`src/rtl/instr_loader.sv`:
```
// -----------------------------------------------------------------------------
// instr_loader
//   Writer side of the instruction memory. It fills the memory from a byte
//   stream before the CPU is released. The stream starts with a 2-byte
//   little-endian word count N, followed by 4*N bytes. Each group of four
//   bytes is assembled little-endian into one 32-bit word. The words are
//   written to consecutive byte addresses starting at BASE_ADDR.
//   While a load is pending, in progress or has failed, o_cpu_hold keeps the
//   CPU in reset.
//
// Ports
//   clk           clock; every state change happens on the rising edge
//   rst           asynchronous, active-high reset
//   i_start       pulse that arms a new load (honoured in IDLE/DONE/ERR)
//   i_in_data     stream byte
//   i_in_valid    i_in_data is valid
//   o_in_ready    loader accepts a byte this cycle (depends on state only)
//   o_wr_en       memory write strobe, one cycle per word
//   o_wr_addr     byte address of the word being written
//   o_wr_data     assembled instruction word (qualify with o_wr_en)
//   o_words_done  words written in the current load
//   o_done        load finished successfully (level)
//   o_error       word count was zero or above MAX_WORDS (level)
//   o_cpu_hold    1 = keep the CPU in reset
// -----------------------------------------------------------------------------
module instr_loader #(
  parameter int unsigned           ADDR_WIDTH = 16,
  parameter int unsigned           DATA_WIDTH = 32,
  parameter logic [ADDR_WIDTH-1:0] BASE_ADDR  = '0,
  parameter int unsigned           MAX_WORDS  = 1024
) (
  input  logic                  clk,
  input  logic                  rst,
  input  logic                  i_start,
  input  logic [7:0]            i_in_data,
  input  logic                  i_in_valid,
  output logic                  o_in_ready,
  output logic                  o_wr_en,
  output logic [ADDR_WIDTH-1:0] o_wr_addr,
  output logic [DATA_WIDTH-1:0] o_wr_data,
  output logic [15:0]           o_words_done,
  output logic                  o_done,
  output logic                  o_error,
  output logic                  o_cpu_hold
);

  typedef enum logic [2:0] {
    S_IDLE,
    S_LEN_LO,
    S_LEN_HI,
    S_DATA,
    S_WRITE,
    S_DONE,
    S_ERR
  } state_t;

  state_t                r_state;
  logic [15:0]           r_len;
  logic [23:0]           r_shift;      // first three bytes of the current word
  logic [1:0]            r_k;          // byte index within the current word
  logic                  r_in_ready;
  logic                  r_wr_en;
  logic [ADDR_WIDTH-1:0] r_wr_addr;
  logic [DATA_WIDTH-1:0] r_wr_data;
  logic [15:0]           r_words_done;
  logic                  r_done;
  logic                  r_error;
  logic                  r_cpu_hold;

  logic                  w_accept;
  logic [15:0]           w_len;
  logic                  w_len_bad;
  logic [15:0]           w_next_count;
  logic [ADDR_WIDTH-1:0] w_word_addr;

  assign w_accept     = i_in_valid && r_in_ready;
  assign w_len        = {i_in_data, r_len[7:0]};
  assign w_len_bad    = (w_len == 16'd0) || (32'(w_len) > MAX_WORDS);
  assign w_next_count = r_words_done + 16'd1;
  // The address wraps naturally modulo 2**ADDR_WIDTH through truncation.
  assign w_word_addr  = BASE_ADDR + ADDR_WIDTH'({r_words_done, 2'b00});

  // in_ready is registered alongside every state change, so it always
  // reflects the state. It is 1 exactly in LEN_LO, LEN_HI and DATA.
  // NOTE: the reset branch is asynchronous (in the sensitivity list), and all
  // state uses non-blocking assignments so every register samples pre-edge values.
  always_ff @(posedge clk or posedge rst) begin
    if (rst) begin
      r_state      <= S_IDLE;
      r_len        <= '0;
      r_shift      <= '0;
      r_k          <= '0;
      r_in_ready   <= 1'b0;
      r_wr_en      <= 1'b0;
      r_wr_addr    <= '0;
      r_wr_data    <= '0;
      r_words_done <= '0;
      r_done       <= 1'b0;
      r_error      <= 1'b0;
      r_cpu_hold   <= 1'b1;
    end else begin
      r_wr_en <= 1'b0;
      case (r_state)
        S_IDLE, S_DONE, S_ERR: begin
          if (i_start) begin
            r_state      <= S_LEN_LO;
            r_in_ready   <= 1'b1;
            r_words_done <= '0;
            r_done       <= 1'b0;
            r_error      <= 1'b0;
            r_cpu_hold   <= 1'b1;
          end
        end
        S_LEN_LO: begin
          if (w_accept) begin
            r_len[7:0] <= i_in_data;
            r_state    <= S_LEN_HI;
          end
        end
        S_LEN_HI: begin
          if (w_accept) begin
            r_len <= w_len;
            if (w_len_bad) begin
              r_state    <= S_ERR;
              r_in_ready <= 1'b0;
              r_error    <= 1'b1;
              r_cpu_hold <= 1'b1;
            end else begin
              r_state <= S_DATA;
              r_k     <= '0;
            end
          end
        end
        S_DATA: begin
          if (w_accept) begin
            if (r_k == 2'd3) begin
              // Fourth byte goes straight into the word; the strobe follows next cycle.
              r_state    <= S_WRITE;
              r_in_ready <= 1'b0;
              r_wr_en    <= 1'b1;
              r_wr_addr  <= w_word_addr;
              r_wr_data  <= DATA_WIDTH'({i_in_data, r_shift});
            end else begin
              // Shift right so byte 0 ends up in the least significant lane.
              r_shift <= {i_in_data, r_shift[23:8]};
              r_k     <= r_k + 2'd1;
            end
          end
        end
        S_WRITE: begin
          r_words_done <= w_next_count;
          if (w_next_count == r_len) begin
            r_state    <= S_DONE;
            r_done     <= 1'b1;
            r_cpu_hold <= 1'b0;
          end else begin
            r_state    <= S_DATA;
            r_in_ready <= 1'b1;
            r_k        <= '0;
          end
        end
        default: begin
          r_state    <= S_IDLE;
          r_in_ready <= 1'b0;
        end
      endcase
    end
  end

  assign o_in_ready   = r_in_ready;
  assign o_wr_en      = r_wr_en;
  assign o_wr_addr    = r_wr_addr;
  assign o_wr_data    = r_wr_data;
  assign o_words_done = r_words_done;
  assign o_done       = r_done;
  assign o_error      = r_error;
  assign o_cpu_hold   = r_cpu_hold;

endmodule

```
`config.mk`:
```
export PLATFORM = sky130hd
export DESIGN_NAME = instr_loader
export DESIGN_NICKNAME = d
export VERILOG_FILES = /design/src/rtl/instr_loader.sv
export SDC_FILE = /design/constraint.sdc
export NUM_CORES = 1
export LEC_CHECK = 0
export ABC_AREA = 1
export ABC_CLOCK_PERIOD_IN_PS = 5800
export CAP_MARGIN = 15
export CORE_ASPECT_RATIO = 0.6
export CORE_UTILIZATION = 50
export CTS_BUF_LIST = sky130_fd_sc_hd__clkbuf_2 sky130_fd_sc_hd__clkbuf_4 sky130_fd_sc_hd__clkbuf_8
export DETAILED_ROUTE_END_ITERATION = 12
export PLACE_DENSITY = 0.81
export SLEW_MARGIN = 5
export SYNTH_ARGS = -nofsm -noshare
export SYNTH_HDL_FRONTEND = slang
export SYNTH_SLANG_ARGS = --single-unit
```
`constraint.sdc`:
```
create_clock -name clk -period 5.8 [get_ports clk]
set_input_delay 1.45 -clock clk [delete_from_list [all_inputs] [get_ports clk]]
set_output_delay 1.45 -clock clk [all_outputs]
set_load 0.02 [all_outputs]
```
==> results of run 1 <==
## per-layer routing
metal	share of wire, %	track usage (%)	up-vias
met1	49	37.7	2159
met5	0	0	-
met2	42	37.9	182
met3	7.5	5.49	11
li1	-	-	2249
met4	1.0	6.14	0
## stage by stage
step                hold WS (ns)  worst slack, ns  cell area (um^2)
floorplan                  0.445             1.39              5230
global placement           0.456             2.57              6110
detailed placement         0.454             2.47              6110
CTS                        0.470             2.69              6300
global route               0.513             2.64              6320
finish                     0.467             2.69              6320
## worst min-delay path by stage
stage               cells after the start  slack [ns]           end          from
floorplan                               2        0.45        r_k[1]        r_k[1]
global placement                        2        0.46    o_cpu_hold    o_cpu_hold
detailed placement                      2        0.45    o_cpu_hold    o_cpu_hold
CTS                                     2        0.47    o_cpu_hold    o_cpu_hold
global route                            2        0.51  o_wr_data[0]  o_wr_data[0]
finish                                  2        0.47    o_cpu_hold    o_cpu_hold
## sequential cells by signal, summed over array words and instances (netlist names)
register	cells
o_cpu_hold	1
o_done	1
o_error	1
o_in_ready	1
o_words_done	16
o_wr_addr	14
o_wr_data	32
o_wr_en	1
r_k	2
r_len	16
r_shift	24
r_state	3
## power groups by stage
| stage | Combinational, W | Sequential [W] | Clock [W] |
|---|---|---|---|
| after global routing | 0.000682 | 0.00104 | 0.000488 |
| after CTS | 0.000589 | 0.00102 | 0.000456 |
| after detailed placement | 0.000586 | 0.00104 | 0 |
| after global placement | 0.000568 | 0.00103 | 0 |
| after floorplan | 0.000426 | 0.00101 | 0 |
| final | 0.000596 | 0.00103 | 0.000447 |
## cell type report
type	instances	area, um^2	area share, %
clock buffer	11	145	2.30
clock inverter	5	40.0	0.634
inverter	80	303	4.79
multi-input combinational	452	2040	32.3
sequential	112	2800	44.4
tap	135	169	2.67
timing repair buffer	81	816	12.9
## cell families (layout without fill, tap and decap cells)
family / count (synthesis) / count (layout)
AOI/OAI and AO/OA: 104 / 104
xor gates and xnor gates: 2 / 2
adders and majority gates: 2 / 2
buffers and inverters: 100 / 177
DFF: 112 / 112
other: 1 / 2
and+or+nand+nor: 342 / 342
## cell usage in the layout, fill, tap and decap left out, types with 2 or more instances in the layout
master	count
inv_2	2
clkbuf_8	10
dfrtp_1	111
ha_1	2
buf_4	2
nand3b_1	2
inv_1	77
nand2_1	236
nor2_4	4
clkinvlp_4	2
nand2_2	2
clkdlybuf4s50_1	78
o22ai_1	9
nor2_1	28
nand3_1	47
o21ai_0	91
nor3_1	4
nand4_1	9
conb_1	2
nor2_2	7
==> results.sh, run 1 <==
export IMPL_finalPower_w=0.00207
export IMPL_fp_dieH_um=81.2
export IMPL_detailroute_via_count=4601
export IMPL_worst_setup_path_type="reg -> out"
export IMPL_worst_path_buf_inv=1
export IMPL_endpoint="o_words_done[0]"
export IMPL_cts_max_path_buffers=2
export IMPL_status="completed"
export IMPL_via_per_inst=5.25
export IMPL_post_cts_setup_buffer_count=0
export IMPL_crit_slowest_cell="clkdlybuf4s50_1"
export IMPL_intPower_w=0.00129
export IMPL_dr_pass1_iters=5
export IMPL_start_util_pct=52.1
export IMPL_syn_cell_area_um2=5220
export IMPL_cp_required_ns=4.35
export IMPL_synth_edff_count=0
export IMPL_cts_buffers=9
export IMPL_ir_worst_vdd_uv=173
export IMPL_switching_share_pct=37.8
export IMPL_cts_root_buf="clkbuf_8"
export IMPL_synthSimpleGateAreaFrac_pct=27.8
export IMPL_crit_family="buffers and inverters"
export IMPL_startpoint="o_words_done[0]"
export IMPL_drt_wl_total_um=12900
export IMPL_place_inst=859
export IMPL_r2r_slack_ns=3.39
export IMPL_cp_arrival_ns=1.66
export IMPL_p_switching_w=0.000783
export IMPL_synth_common_cells="236 x nand2_1, 111 x dfrtp_1, 91 x o21ai_0"
export IMPL_synthAdderAreaFrac_pct=0.479
export IMPL_synth_most_common_cell="nand2_1"
export IMPL_min_period_over_period_pct=53.6
export IMPL_synth_top_family_by_area="simple AND/OR/NAND/NOR gates"
export IMPL_drv_cap=0
export IMPL_cp_depth=1
export IMPL_cts_tree="done"
export IMPL_clk_pin_slew_worst_paths_ns=0.10
export IMPL_core_area_um2=10000
export IMPL_cts_htree_levels=3
export IMPL_reg2regPathDepth=14
export IMPL_rows=28
export IMPL_ys_types=30
export IMPL_crit_chain="clkdlybuf4s50_1"
export IMPL_postCtsResizedCells=0
export IMPL_fin_util_pct=63.0
export IMPL_synth_top_cells_by_area="dfrtp_1 53%, nand2_1 17%, o21ai_0 8.7%"
export IMPL_power_density_nw_per_um2=328
export IMPL_grt_pass1_wl_um=21100
export IMPL_hold_buffers=0
export IMPL_dieWidth_um=134
export IMPL_fin_cells=876
export IMPL_clkLatencyLatePin_ns=0.38
export IMPL_n_antenna_cell=0
export IMPL_synth_compound_area_share_pct=10.3
export IMPL_setup_violations=0
export IMPL_synth_top_area_share_pct=53.2
export IMPL_power_frac_clock_pct=21.6
export IMPL_grt_overflow_total=0
export IMPL_rsz0062_at_grt="false"
export IMPL_n_fill_cell=885
export IMPL_yosysTopAreaCell="dfrtp_1"
export IMPL_drtIter0Drc=369
export IMPL_numPortBuffers=78
export IMPL_avgSynthCellArea_um2=7.88
export IMPL_tightest_slew_ns=1.01
export IMPL_synthFlopType="dfrtp_1"
export IMPL_cts_sinks=112
export IMPL_finalCriticalPeriod_ns=3.11
export IMPL_antenna_found_initial=0
export IMPL_ant_nets=0
export IMPL_p_seq_share_pct=49.6
export IMPL_fin_nets=750
export IMPL_critPathMaxFanout=7
export IMPL_r2r_start="o_words_done[0]"
export IMPL_cp_end_kind="primary output"
export IMPL_fin_skew_ns=0.0150
export IMPL_p_leak_nw=3.00
export IMPL_async_reset_ff_share_pct=100
export IMPL_finalSetupTns_ns=0
export IMPL_ios=81
export IMPL_crit_path_start_kind="flip-flop"
export IMPL_ys_seq_area_share_pct=53.7
export IMPL_area_delta_synth_final_pct=20.9
export IMPL_grt_max_degree=85
export IMPL_syn_inst=663
export IMPL_post_drt_wl_per_cell_um=14.7
export IMPL_dp_final_hpwl_um=9310
export IMPL_hold_path_class="reg -> reg"
export IMPL_comb_power_share_pct=28.8
export IMPL_grt_pass1_vias=4219
export IMPL_synthXorXnorAreaFrac_pct=0.335
export IMPL_fmaxAchievable_mhz=322
export IMPL_synth_seq_cells=112
export IMPL_grt_usage_pct=25.4
export IMPL_r2r_end="r_k[1]"
export IMPL_gp_congestion=0.922
export IMPL_synth_mux_area_fraction_pct=0
export IMPL_drc=0
export IMPL_slowest_delay_ns=0.68
export IMPL_die_area_um2=10900
export IMPL_yosys_warnings=0
export IMPL_finalHoldViolCount=0
export IMPL_maxSlewViolCount=0
export IMPL_max_slew_margin_pct=32.9
export IMPL_drive_above_1_share_pct=5.26
No activity file was read; power rests on OpenSTA's default activity.
==> run 2: changes to the inputs <==
--- a/config.mk
+++ b/config.mk
@@ -6,13 +6,13 @@
 export NUM_CORES = 1
 export LEC_CHECK = 0
 export ABC_AREA = 1
-export ABC_CLOCK_PERIOD_IN_PS = 5800
+export ABC_CLOCK_PERIOD_IN_PS = 2500
 export CAP_MARGIN = 15
 export CORE_ASPECT_RATIO = 0.6
 export CORE_UTILIZATION = 50
 export CTS_BUF_LIST = sky130_fd_sc_hd__clkbuf_2 sky130_fd_sc_hd__clkbuf_4 sky130_fd_sc_hd__clkbuf_8
 export DETAILED_ROUTE_END_ITERATION = 12
-export PLACE_DENSITY = 0.81
+export PLACE_DENSITY = 0.84
 export SLEW_MARGIN = 5
 export SYNTH_ARGS = -nofsm -noshare
 export SYNTH_HDL_FRONTEND = slang
==> constraint.sdc (replaced) <==
create_clock -name clk -period 2.5 [get_ports clk]
set_input_delay 0.625 -clock clk [delete_from_list [all_inputs] [get_ports clk]]
set_output_delay 0.625 -clock clk [all_outputs]
set_load 0.02 [all_outputs]
==> results.sh, run 2 (synthesis results as in run 1) <==
export IMPL_ant_nets=0
export IMPL_fin_nets=760
export IMPL_area_delta_synth_final_pct=23.0
export IMPL_rows=28
export IMPL_cp_arrival_ns=2.57
export IMPL_mostFrequentLayoutCells="236 x nand2_1, 111 x dfrtp_1, 90 x o21ai_0"
export IMPL_fmaxAchievable_mhz=437
export IMPL_gp_congestion=0.905
export IMPL_drc=0
export IMPL_grt_pass1_wl_um=22100
export IMPL_cts_root_buf="clkbuf_8"
export IMPL_grt_overflow_total=0
export IMPL_status="completed"
export IMPL_reg2regPathDepth=14
export IMPL_ios=81
export IMPL_cts_tree="done"
export IMPL_clk_pin_slew_worst_paths_ns=0.12
export IMPL_clkLatencyLatePin_ns=0.38
export IMPL_post_drt_wl_per_cell_um=15.3
export IMPL_dieWidth_um=134
export IMPL_cts_sinks=112
export IMPL_hold_ws_ns=0.482
export IMPL_grt_pass1_vias=4422
export IMPL_numPortBuffers=78
export IMPL_hold_path_class="reg -> reg"
export IMPL_maxSlewViolCount=0
export IMPL_min_period_over_period_pct=91.5
export IMPL_worst_setup_path_type="reg -> reg"
export IMPL_p_leak_nw=3.05
export IMPL_cts_buffers=9
export IMPL_cts_htree_levels=3
export IMPL_via_per_inst=5.31
export IMPL_core_area_um2=10000
export IMPL_r2r_start="o_words_done[1]"
export IMPL_dr_pass1_iters=5
export IMPL_setup_violations=0
export IMPL_cp_end_kind="flip-flop"
export IMPL_power_density_nw_per_um2=767
export IMPL_drv_cap=0
export IMPL_fin_util_pct=64.1
export IMPL_dp_final_hpwl_um=10100
export IMPL_die_area_um2=10900
export IMPL_min_to="o_wr_data[5]"
export IMPL_antenna_found_initial=0
export IMPL_final_common_cell="nand2_1"
export IMPL_critPathMaxFanout=7
export IMPL_rsz0062_at_grt="false"
export IMPL_fin_cells=886
export IMPL_r2r_slack_ns=0.21
export IMPL_detailroute_via_count=4703
export IMPL_start_util_pct=52.1
export IMPL_drive_above_1_share_pct=6.52
export IMPL_n_antenna_cell=0
export IMPL_ir_worst_vdd_uv=412
export IMPL_min_from="o_wr_data[5]"
export IMPL_min_path_cells=2
export IMPL_fp_dieH_um=81.2
export IMPL_finalHoldViolCount=0
export IMPL_place_inst=870
export IMPL_cp_required_ns=2.78
export IMPL_crit_path_start_kind="flip-flop"
export IMPL_fin_skew_ns=0.0155
export IMPL_largest_reg_flops=32
export IMPL_finalCriticalPeriod_ns=2.29
export IMPL_finalSetupTns_ns=0
export IMPL_grt_usage_pct=26.4
export IMPL_drt_wl_total_um=13500
export IMPL_grt_max_degree=51
export IMPL_r2r_end="r_k[1]"
export IMPL_cts_max_path_buffers=2
export IMPL_drtIter0Drc=574
## run 2: cell type report
class	instances	area [um^2]
sequential	112	2800
tap	135	169
inverter	80	304
multi-input combinational	452	2040
clock inverter	7	70.1
fill	849	3590
clock buffer	9	124
timing repair buffer	91	916
## run 2: routing by layer
layer	vias up	wire length (um)	track usage [%]
met2	185	5870	40.2
met3	19	937	4.18
met1	2226	6580	39.4
met5	-	0	0
met4	0	150	7.27
li1	2273	-	-
## run 2: stage by stage
stage                     worst slack [ns]  total power, W  area, um^2
after floorplan                      0.490         0.00334        5230
after global placement               0.204         0.00377        6230
after detailed placement            0.0824         0.00385        6230
after CTS                            0.237         0.00491        6430
after global routing                0.0145         0.00522        6430
final                                0.212         0.00493        6430
## run 2: repair_timing
action,CTS,global route
gates resized for setup,0,1
endpoints found under the setup margin,0,4
hold endpoints to repair,0,0
setup buffers,0,0
hold buffers,0,0
## run 2: where the power goes
group	internal (W)	switching [W]	total, W	leakage [nW]
Combinational	0.000512	0.000975	0.00149	1.44
Clock	0.000391	0.000673	0.00106	0.0955
Sequential	0.00211	0.000270	0.00238	1.52
## run 2: worst max-delay path, cell delays in order, from the launching register on
cell	delay, ns
dfrtp_1	0.47
ha_1	0.24
nand2_2	0.11
nor2_4	0.20
nand3_1	0.11
nand2_1	0.11
nand2_1	0.09
nand2_1	0.06
nand2_1	0.06
nor2_1	0.17
nand2_1	0.12
nor2_4	0.15
nand3_4	0.12
nand3b_1	0.12
nand2_1	0.07
## run 2: worst max path at each step
stage / start / end / slack [ns]
after global placement: i_in_data[2] / r_k[0] / 0.20
after global routing: o_words_done[1] / r_k[1] / 0.01
after floorplan: o_words_done[0] / r_k[1] / 0.49
after detailed placement: i_in_data[2] / r_k[1] / 0.08
final: o_words_done[1] / r_k[1] / 0.21
after CTS: o_words_done[1] / r_k[1] / 0.24
==> run 3: changes to the inputs <==
--- a/config.mk
+++ b/config.mk
@@ -8,8 +8,10 @@
 export ABC_AREA = 1
 export ABC_CLOCK_PERIOD_IN_PS = 2500
 export CAP_MARGIN = 15
+export CELL_PAD_IN_SITES_DETAIL_PLACEMENT = 1
+export CELL_PAD_IN_SITES_GLOBAL_PLACEMENT = 1
 export CORE_ASPECT_RATIO = 0.6
-export CORE_UTILIZATION = 50
+export CORE_UTILIZATION = 37
 export CTS_BUF_LIST = sky130_fd_sc_hd__clkbuf_2 sky130_fd_sc_hd__clkbuf_4 sky130_fd_sc_hd__clkbuf_8
 export DETAILED_ROUTE_END_ITERATION = 12
 export PLACE_DENSITY = 0.84
==> results.sh, run 3 (synthesis results as in run 1) <==
export IMPL_rows=33
export IMPL_grt_usage_pct=22.7
export IMPL_cp_arrival_ns=1.59
export IMPL_postCtsResizedCells=0
export IMPL_worst_setup_path_type="reg -> out"
export IMPL_antenna_found_initial=0
export IMPL_fmaxAchievable_mhz=451
export IMPL_wl_met2_um=6650
export IMPL_ant_nets=0
export IMPL_drtIter0Drc=283
export IMPL_final_common_cell="nand2_1"
export IMPL_tightest_slew_ns=0.516
export IMPL_fin_util_pct=47.4
export IMPL_area_delta_synth_final_pct=24.5
export IMPL_core_area_um2=13700
export IMPL_power_density_nw_per_um2=778
export IMPL_min_from="o_cpu_hold"
export IMPL_top_layer="met4"
export IMPL_p_leak_nw=3.07
export IMPL_numPortBuffers=78
export IMPL_hold_buffers=0
export IMPL_slowest_delay_ns=0.67
export IMPL_clk_pin_slew_worst_paths_ns=0.11
export IMPL_cts_buffers=9
export IMPL_fin_nets=759
export IMPL_intPower_w=0.00314
export IMPL_hold_path_class="reg -> reg"
export IMPL_wl_met3_um=728
export IMPL_grt_max_degree=65
export IMPL_detailroute_via_count=4724
export IMPL_dr_pass1_iters=5
export IMPL_power_frac_clock_pct=22.8
export IMPL_crit_chain="clkdlybuf4s50_1"
export IMPL_p_seq_share_pct=47.2
export IMPL_hold_ws_ns=0.478
export IMPL_cts_sinks=112
export IMPL_cts_root_buf="clkbuf_8"
export IMPL_drive_above_1_share_pct=6.40
export IMPL_drv_cap=0
export IMPL_grt_pass1_wl_um=25400
export IMPL_post_drt_wl_per_cell_um=16.5
export IMPL_fp_dieH_um=94.0
export IMPL_finalCriticalPeriod_ns=2.22
export IMPL_clkLatencyLatePin_ns=0.39
export IMPL_ios=81
export IMPL_critPathMaxFanout=7
export IMPL_dp_final_hpwl_um=11800
export IMPL_crit_family="buffers and inverters"
export IMPL_crit_slowest_cell="clkdlybuf4s50_1"
export IMPL_cts_htree_levels=3
export IMPL_via_per_inst=5.01
export IMPL_startpoint="o_words_done[2]"
export IMPL_cp_end_kind="primary output"
export IMPL_largest_reg_flops=32
export IMPL_p_switching_w=0.00192
export IMPL_worst_path_buf_inv=1
export IMPL_die_area_um2=14600
export IMPL_crit_path_start_kind="flip-flop"
export IMPL_n_antenna_cell=0
export IMPL_r2r_start="o_words_done[0]"
export IMPL_cp_required_ns=1.88
export IMPL_comb_power_share_pct=30.0
export IMPL_finalSetupTns_ns=0
export IMPL_gp_congestion=0.834
export IMPL_maxSlewViolCount=0
export IMPL_drt_wl_total_um=15500
export IMPL_grt_pass1_vias=4811
export IMPL_route_layer_met1_wl_um=8030
export IMPL_cts_max_path_buffers=2
export IMPL_switching_share_pct=37.9
export IMPL_start_util_pct=38.1
export IMPL_rsz0062_at_grt="false"
export IMPL_cts_tree="done"
export IMPL_dieWidth_um=155
export IMPL_grt_overflow_total=0
export IMPL_min_period_over_period_pct=88.7
export IMPL_min_path_cells=2
export IMPL_finalHoldViolCount=0
export IMPL_setup_violations=0
export IMPL_max_slew_margin_pct=65.5
export IMPL_ir_worst_vdd_uv=266
export IMPL_mostFrequentLayoutCells="236 x nand2_1, 111 x dfrtp_1, 91 x o21ai_0"
export IMPL_fin_skew_ns=0.0161
export IMPL_reg2regPathDepth=12
export IMPL_status="completed"
export IMPL_cp_depth=1
export IMPL_drc=0
export IMPL_post_cts_setup_buffer_count=0
==> run 3: power by group through the flow <==
stage | logic, W | registers (W) | clock network (W)
finish | 0.00152 | 0.00239 | 0.00115
global placement | 0.00142 | 0.00239 | 0
global route | 0.00173 | 0.00242 | 0.00124
detailed placement | 0.00151 | 0.00241 | 0
CTS | 0.00152 | 0.00238 | 0.00118
floorplan | 0.000988 | 0.00235 | 0
==> run 3: metal layers <==
layer / vias up / global-route usage [%]
met1: 2331 / 33.5
met2: 124 / 34.9
li1: 2262 / -
met4: 0 / 4.25
met3: 7 / 4.15
met5: - / 0
==> run 3: area by class of cell <==
type                            instances  area (um^2)
Timing Repair Buffer                   90          908
Multi-Input combinational cell        452         2040
Sequential cell                       112         2800
Clock buffer                           11          151
Inverter                               80          304
Tap cell                              192          240
Clock inverter                          5         53.8
Fill cell                            1691         7210
==> run 3: worst paths after layout <==
check                                        to  slack (ns)
worst max-delay path            o_words_done[2]        0.28
worst max register to register       o_in_ready        0.32
worst min-delay path                 o_cpu_hold        0.48
max in group asynchronous         o_wr_data[16]        1.24
worst min register to register       o_cpu_hold        0.48
min in group asynchronous         o_wr_data[25]        0.61
==> run 3: metrics by stage <==
stage | setup WS, ns | cell area (um^2) | power, W | cells
floorplan | 0.490 | 5230 | 0.00334 | 664
global placement | 0.217 | 6300 | 0.00382 | 926
detailed placement | 0.0814 | 6300 | 0.00393 | 926
CTS | 0.279 | 6500 | 0.00509 | 942
global route | 0.0715 | 6500 | 0.00539 | 942
finish | 0.283 | 6500 | 0.00506 | 942
